<file path="config.mk">
export PLATFORM = sky130hd
export DESIGN_NAME = alu_cmd_ctrl
export DESIGN_NICKNAME = d
export VERILOG_FILES = /design/src/rtl/alu_pkg.sv /design/src/rtl/alu_cmd_fifo.sv /design/src/rtl/alu_cmd_ctrl.sv
export SDC_FILE = /design/constraint.sdc
export NUM_CORES = 1
export LEC_CHECK = 0
export BUFFER_PORTS_ARGS = -buffer_cell sky130_fd_sc_hd__buf_4
export CORE_ASPECT_RATIO = 1.1
export CORE_MARGIN = 1
export CORE_UTILIZATION = 40
export DETAILED_ROUTE_END_ITERATION = 10
export GPL_ROUTABILITY_DRIVEN = 0
export PLACE_DENSITY = 0.64
export SETUP_SLACK_MARGIN = 0.05
export SLEW_MARGIN = 10
export SYNTH_ARGS = -nofsm -noshare
export SYNTH_HDL_FRONTEND = slang
export SYNTH_HIERARCHICAL = 1
export SYNTH_SLANG_ARGS = --single-unit
</file>
<file path="constraint.sdc">
create_clock -name clk -period 2.1 [get_ports clk]
set_input_delay 0.315 -clock clk [delete_from_list [all_inputs] [get_ports clk]]
set_output_delay 0.315 -clock clk [all_outputs]
set_load 0.01 [all_outputs]
</file>
<file path="src/rtl/alu_pkg.sv">
// Shared types for the ALU command controller: ALU op codes, FSM states, queued command record.
package alu_pkg;

  localparam logic [2:0] ALU_ADD = 3'b000;
  localparam logic [2:0] ALU_SUB = 3'b001;
  localparam logic [2:0] ALU_AND = 3'b010;
  localparam logic [2:0] ALU_OR  = 3'b011;
  localparam logic [2:0] ALU_XOR = 3'b100;
  localparam logic [2:0] ALU_NOT = 3'b101;
  localparam logic [2:0] ALU_SHL = 3'b110;
  localparam logic [2:0] ALU_SHR = 3'b111;

  // Register-file size; the command record's index fields are sized from it.
  localparam int unsigned ALU_NREG = 4;
  localparam int unsigned CMD_RW   = $clog2(ALU_NREG);

  typedef enum logic [1:0] {
    ST_IDLE = 2'd0,
    ST_EXEC = 2'd1,
    ST_RESP = 2'd2
  } state_t;

  typedef struct packed {
    logic [2:0]        op;
    logic [CMD_RW-1:0] rd;
    logic [CMD_RW-1:0] rs;
    logic [CMD_RW-1:0] rt;
    logic              imm_en;
    logic [7:0]        imm;
  } cmd_t;

endpackage

</file>
<file path="src/rtl/alu_cmd_fifo.sv">
// Command queue: single holding register when DEPTH==1, circular buffer otherwise.
// ready is registered from the next occupancy, so it is low in reset and never counts a same-edge pop.
module alu_cmd_fifo
  import alu_pkg::*;
#(
  parameter int unsigned DEPTH = 4
) (
  input  logic clk,
  input  logic rst_n,
  input  logic push,
  input  cmd_t din,
  input  logic pop,
  output cmd_t head_c,
  output logic empty_c,
  output logic ready
);

  if (DEPTH == 1) begin : g_single
    logic full_q;
    cmd_t data_q;
    logic full_nxt;

    always_comb full_nxt = push | (full_q & ~pop);

    always_ff @(posedge clk or negedge rst_n) begin
      if (!rst_n) begin
        full_q <= 1'b0;
        data_q <= '0;
        ready  <= 1'b0;
      end else begin
        if (push) data_q <= din;
        full_q <= full_nxt;
        ready  <= ~full_nxt;
      end
    end

    assign head_c  = data_q;
    assign empty_c = ~full_q;
  end else begin : g_ring
    localparam int unsigned AW = $clog2(DEPTH);
    localparam int unsigned CW = $clog2(DEPTH + 1);

    logic [AW-1:0] wptr, rptr;
    logic [CW-1:0] count, count_nxt;
    cmd_t          mem [DEPTH];

    function automatic logic [AW-1:0] ptr_inc(input logic [AW-1:0] p);
      return (p == AW'(DEPTH - 1)) ? '0 : p + AW'(1);
    endfunction

    always_comb count_nxt = count + CW'(push) - CW'(pop);

    always_ff @(posedge clk or negedge rst_n) begin
      if (!rst_n) begin
        wptr  <= '0;
        rptr  <= '0;
        count <= '0;
        ready <= 1'b0;
      end else begin
        if (push) wptr <= ptr_inc(wptr);
        if (pop)  rptr <= ptr_inc(rptr);
        count <= count_nxt;
        ready <= (count_nxt != CW'(DEPTH));
      end
    end

    // Storage needs no reset: pointers and count define what is valid.
    always_ff @(posedge clk) begin
      if (push) mem[wptr] <= din;
    end

    assign head_c  = mem[rptr];
    assign empty_c = (count == '0);
  end

endmodule

</file>
<file path="src/rtl/alu_cmd_ctrl.sv">
// Command-side controller for the external 8-bit ALU: queue, regfile, IDLE/EXEC/RESP sequencing.
// Define ALU_CTRL_FIFO_EN for a FIFO_DEPTH-entry command FIFO; otherwise a single holding register.
module alu_cmd_ctrl
  import alu_pkg::*;
#(
  parameter int unsigned NREG       = ALU_NREG,
  parameter int unsigned FIFO_DEPTH = 4
) (
  input  logic                    clk,
  input  logic                    rst_n,
  input  logic                    cmd_valid,
  output logic                    cmd_ready,
  input  logic [2:0]              cmd_op,
  input  logic [$clog2(NREG)-1:0] cmd_rd,
  input  logic [$clog2(NREG)-1:0] cmd_rs,
  input  logic [$clog2(NREG)-1:0] cmd_rt,
  input  logic                    cmd_imm_en,
  input  logic [7:0]              cmd_imm,
  output logic [7:0]              alu_a,
  output logic [7:0]              alu_b,
  output logic [2:0]              alu_op,
  input  logic [7:0]              alu_y,
  input  logic                    alu_carry,
  input  logic                    alu_zero,
  output logic                    rsp_valid,
  input  logic                    rsp_ready,
  output logic [7:0]              rsp_data,
  output logic                    rsp_carry,
  output logic                    rsp_zero
);

`ifdef ALU_CTRL_FIFO_EN
  localparam int unsigned QDEPTH = FIFO_DEPTH;
`else
  // Single holding register; FIFO_DEPTH has no effect in this build.
  localparam int unsigned QDEPTH = 1 + 0 * FIFO_DEPTH;
`endif

  state_t            state;
  logic [7:0]        regs [NREG];
  logic [CMD_RW-1:0] wr_rd;
  cmd_t              cmd_in;
  cmd_t              head;
  logic              q_empty;
  logic              push;
  logic              pop;

  always_comb begin
    cmd_in        = '0;
    cmd_in.op     = cmd_op;
    cmd_in.rd     = CMD_RW'(cmd_rd);
    cmd_in.rs     = CMD_RW'(cmd_rs);
    cmd_in.rt     = CMD_RW'(cmd_rt);
    cmd_in.imm_en = cmd_imm_en;
    cmd_in.imm    = cmd_imm;
  end

  assign push = cmd_valid & cmd_ready;
  assign pop  = (state == ST_IDLE) & ~q_empty;

  alu_cmd_fifo #(
    .DEPTH (QDEPTH)
  ) u_fifo (
    .clk     (clk),
    .rst_n   (rst_n),
    .push    (push),
    .din     (cmd_in),
    .pop     (pop),
    .head_c  (head),
    .empty_c (q_empty),
    .ready   (cmd_ready)
  );

  // One command in flight: operands read in IDLE see every earlier write-back.
  always_ff @(posedge clk or negedge rst_n) begin
    if (!rst_n) begin
      state     <= ST_IDLE;
      wr_rd     <= '0;
      alu_a     <= '0;
      alu_b     <= '0;
      alu_op    <= '0;
      rsp_valid <= 1'b0;
      rsp_data  <= '0;
      rsp_carry <= 1'b0;
      rsp_zero  <= 1'b0;
      for (int i = 0; i < NREG; i++) regs[i] <= '0;
    end else begin
      case (state)
        ST_IDLE: begin
          if (!q_empty) begin
            alu_a  <= regs[head.rs];
            alu_b  <= head.imm_en ? head.imm : regs[head.rt];
            alu_op <= head.op;
            wr_rd  <= head.rd;
            state  <= ST_EXEC;
          end
        end
        ST_EXEC: begin
          rsp_data    <= alu_y;
          rsp_carry   <= alu_carry;
          rsp_zero    <= alu_zero;
          rsp_valid   <= 1'b1;
          regs[wr_rd] <= alu_y;
          state       <= ST_RESP;
        end
        ST_RESP: begin
          if (rsp_ready) begin
            rsp_valid <= 1'b0;
            state     <= ST_IDLE;
          end
        end
        default: state <= ST_IDLE;
      endcase
    end
  end

endmodule

</file>
==> After elaboration in Yosys (flattened, before gate mapping) <==
Cells that the tools add are included.
{ "word_totals": {"ff_bits": 86, "mem_bits_ro": 0, "ramBits": 0, "mem_count": 0, "latch_bits": 0, "wordCells": 59} }
{ "classes": {"n_shift": 0, "n_reduce_logical": 6, "bitwise_logic": 9, "n_eq_ne": 4, "mul": 0, "n_lt_le_gt_ge": 4, "mux": 15, "addsub": 0, "div_mod_pow": 0} }
{ "ops": {"columns": ["operator", "n"], "rows": [
  ["$mux W8", 6],
  ["$bmux W8 S2", 2],
  ["$bwmux W32", 1],
  ["$demux W8 S2", 1],
  ["$ge A3 B3 Y1 const B", 3],
  ["$not A2 Y3", 3],
  ["$pmux W2 S3", 1],
  ["$reduce_and A2 Y1", 3],
  ["$mux W2", 2],
  ["$and A1 B1 Y1", 3],
  ["$lt A3 B1 Y1 const B", 1],
  ["$eq A2 B1 Y1 const B", 1],
  ["$eq A2 B2 Y1 const B", 1],
  ["$logic_not A2 Y1", 1],
  ["$ne A2 B1 Y1 const B", 1],
  ["$ne A2 B2 Y1 const B", 1],
  ["$not A1 Y1", 2],
  ["$pmux W1 S2", 1],
  ["$reduce_bool A2 Y1", 1],
  ["$logic_and A1 B1 Y1", 1],
  ["$mux W1", 1],
  ["$or A1 B1 Y1", 1]
]} }

==> Logic depth before layout (Yosys ltp) <==
{ "logic_depth": {"ltp_word": 6, "ltp_mapped": 5, "ltp_nobuf": 4} }

==> Cells and area by module <==
Netlist, hierarchy kept.
{ "by_module_without_submodules": {"columns": ["mod", "cells_each", "n_inst", "area_each_um2"], "rows": [
  ["alu_cmd_ctrl", 186, 1, 2942.8],
  ["alu_cmd_fifo", 44, 1, 813.3]
]} }

==> Worst setup path before layout <==
OpenSTA, ideal clock, no wires.
{ "synth_path": {"path_type": "register -> register", "startpoint": "register state[1]", "endpoint": "register regs[10] (netlist name)", "period_less_slack_ps": 1532, "path_buffers": 1, "t_arrival_ps": 1407, "slack_ps": 568, "path_stages_with_launch": 5, "cell_sequence": "dfrtp_1 > nand2b_1 > buf_4 > nor3b_4 > mux2_2"} }
{ "synth_via": {"elab_chain_len": 1} }
{ "synth_lines": {"columns": ["item", "line_no", "rtl"], "rows": [
  ["start, declared", "alu_cmd_ctrl.sv:39", "state_t state;"],
  ["start signal, assigned", "alu_cmd_ctrl.sv:77", "state <= ST_IDLE;"],
  ["start signal, assigned", "alu_cmd_ctrl.sv:95", "state <= ST_EXEC;"],
  ["start signal, assigned", "alu_cmd_ctrl.sv:104", "state <= ST_RESP;"],
  ["$eq A2 B1 Y1", "alu_cmd_ctrl.sv:88", "case (state)"],
  ["end signal, assigned by index", "alu_cmd_ctrl.sv:103", "regs[wr_rd] <= alu_y;"],
  ["end, declared", "alu_cmd_ctrl.sv:40", "logic [7:0] regs [NREG];"]
]} }
Every way passes these cells.
A chain may end at the register's enable or synchronous reset.

==> Final worst setup path <==
{ "layout_path": {"startpoint": "register state[1]", "endpoint": "register regs[13] (netlist name)"} }
The elaborated chain is that of the path after synthesis.

==> results by group <==
Run status
  • Status: finished, final reports clean

Placement
  • Inst Count DP: 401
  • Dpl cell area: 4360 um^2
  • Port Buffers: 62
  • Dpl hpwl: 4.85 mm
  • Pre-CTS WS: 0.312 ns

Floorplanning
  • Die ar.: 9780 um^2
  • Initial core utilization: 41.7%
  • Die height: 104 um
  • Num ports: 63
  • Die Wd: 94.4 um
  • Num rows: 36
  • Core area: 9010 um^2

Worst setup path
  • Worst Setup Path Type: reg -> reg
  • Worst-path cell chain: nand2b_1, nor3b_4, mux2_2
  • Crit path depth: 3
  • WP data required: 2.35 ns
  • CP max stage delay: 0.53 ns
  • Buf+Inv Stages, Crit Path: 0
  • Slowest CP cell: nor3b_4
  • CP delay by family, top: simple AND/OR/NAND/NOR gates
  • CP arrival: 2.05 ns
  • Worst r2r dst: regs[13]
  • Critical path capture point type: flip-flop
  • Reg2Reg Depth: 3
  • Crit Path Max Fanout: 8
  • Flop-to-flop setup slack: 0.30 ns
  • Worst setup SP type: flip-flop
  • RR Startpoint: state[1]

Timing
  • Rel. slew slack: 59.9%
  • Slew Viols, Final: 0
  • Final hold slack: 0.184 ns
  • RSZ-0062 raised after global routing: false
  • Pin slew with the least headroom to its limit: 0.602 ns
  • Maximum clock rate: 554 MHz
  • Final Cycle Share: 85.9%
  • Setup violators final: 0
  • Final setup TNS: 0 ns
  • Crit path time final: 1.80 ns
  • Worst Slack Setup Final: 0.296 ns
  • Skew final: 0.0130 ns
  • Hold Vio Cnt, Final: 0

CTS
  • Num CTS Buffers: 9
  • Count of cells resized by post-cts repair: 0
  • Number of hold buffers added after cts: 1
  • Htree depth: 3
  • CTS tree: done
  • Clock root buffer: clkbuf_8
  • CTS clock-pin slew for the worst setup and hold paths: 0.09 ns
  • Clk buf depth: 2
  • # Post-CTS Setup Buffers: 0
  • Clk sinks: 86
  • Later-pin clock latency in the skew report: 0.36 ns

Synth
  • Synth top area share: 57.3%
  • Top post-synthesis cells by count: dfrtp_1, mux2_2, mux2_4
  • EDFF count, synth: 0
  • Post-synthesis sequential area ratio: 57.3%
  • Cells after synthesis: 230
  • Synth Flop Type: dfrtp_1
  • Post-synth net total: 262
  • Post-Syn Area: 3760 um^2
  • Post-synthesis cell type count: 22
  • FF+latch count, synth: 86
  • Post-synth top area cell: dfrtp_1
  • Ranking of synthesized cells by area: dfrtp_1, mux2_2, mux4_2, mux2_4, mux2i_1
  • Synth warn: 6
  • Synthesized area per cell: 16.3 um^2
  • Most common cell in the netlist: dfrtp_1
  • Ys async rst share: 100%

Cells and area
  • Fillers: 805
  • Area Growth Syn to Fin: 22.2%
  • Final net count: 331
  • Fin area: 4590 um^2
  • Final cell count without fillers: 418
  • Post-layout util: 50.9%
  • Fraction of layout cells with a size suffix above 1: 57.9%
  • Antenna diodes: 0

Global routing
  • Total track usage: 16.4%
  • GRT overflow: 0
  • First-pass GRT wire length: 11.9 mm
  • Pin count of the biggest net entering global routing: 61
  • Initial antenna violation count: 0
  • Vias in the first global route: 2277

Pwr
  • Post-layout power: 7.61 mW
  • Max VDD drop: 0.580 mV
  • Leakage: 2.06 nW
  • PwrDens: 1660 nW/um^2

Route
  • DR WL/cell: 17.3 um
  • DRT Pass-1 Iters: 4
  • Detailed Route Iter0 Violations: 71
  • DRT antenna net count: 0
  • Vias per cell: 5.09
  • DRC viols: 0
  • Via count: 2126
  • Routed Wire Length: 7.22 mm

Worst hold path
  • HP Start: cmd_imm[4]
  • Hold Crit Depth: 2
  • WHS Endpoint: u_fifo/head_c[4]
  • Hold WC Path Type: in -> reg

Job
  • Max-Cap Viols: 0
==> layout make-up <==
cell class	count	area [um^2]	share of cell area, %
multi-input cells	129	1530	33.3
inverters	3	11.3	0.245
clock inverters	4	70.1	1.53
clock buffers	12	145	3.16
repair buffers	70	541	11.8
well taps	114	143	3.11
flip-flops and latches	86	2150	46.9
==> worst reg2reg max path, cell delays in order, from the launching register on <==
cell	delay, ns
dfrtp_1	0.44
nand2b_1	0.33
nor3b_4	0.53
mux2_2	0.40
==> power by group <==
part	switching (mW)	total, mW	leakage, nW	internal, mW
Clock	0.570	1.27	0.110	0.700
Combinational	1.07	3.07	0.933	2.00
Sequential	0.757	3.27	1.02	2.51
Total	2.39	7.61	2.06	5.22
==> routing by layer <==
metal	global-route usage (%)	wire length (um)	up-vias
li1	-	-	978
met1	21.6	3200	1094
met2	25.8	3610	44
met3	2.50	267	10
met4	8.90	148	0
met5	0	0	-
==> cells by family (layout without fill, tap and decap cells) <==
family                 after synthesis  after routing  share of synthesized area [%]
muxes                               97             97                           35.4
DFF                                 86             86                           57.3
and+or+nand+nor                     20             20                           3.47
buffers and inverters               15             89                           2.17
AOI/OAI and AO/OA                   12             12                           1.67
==> how the worst max path moves through the flow <==
stage,start,to
global route,state[1],regs[19]
detailed placement,state[1],regs[19]
global placement,state[1],regs[20]
CTS,state[1],regs[19]
floorplan,state[1],regs[10]
finish,state[1],regs[13]
==> cells in the final DEF, fill, tap and decap left out, types with 2 or more instances in the layout <==
master      n
dfrtp_1    86
buf_4      68
mux2_2     55
mux2_4     18
mux4_2     16
nor2_1     10
a21oi_1    10
clkbuf_8   10
mux2i_1     8
inv_1       3
nor3b_4     2
nand2_1     2
bufinv_16   2
clkbuf_1    2
clkinv_2    2
==> state kept, by name, summed over array words and instances, names as in the netlist, 2 cells and up <==
register / count
rsp_data: 8
regs: 32
alu_a: 8
alu_b: 8
alu_op: 3
u_fifo/head_c: 18
state: 2
wr_rd: 2
(Power assumes the default switching activity.)
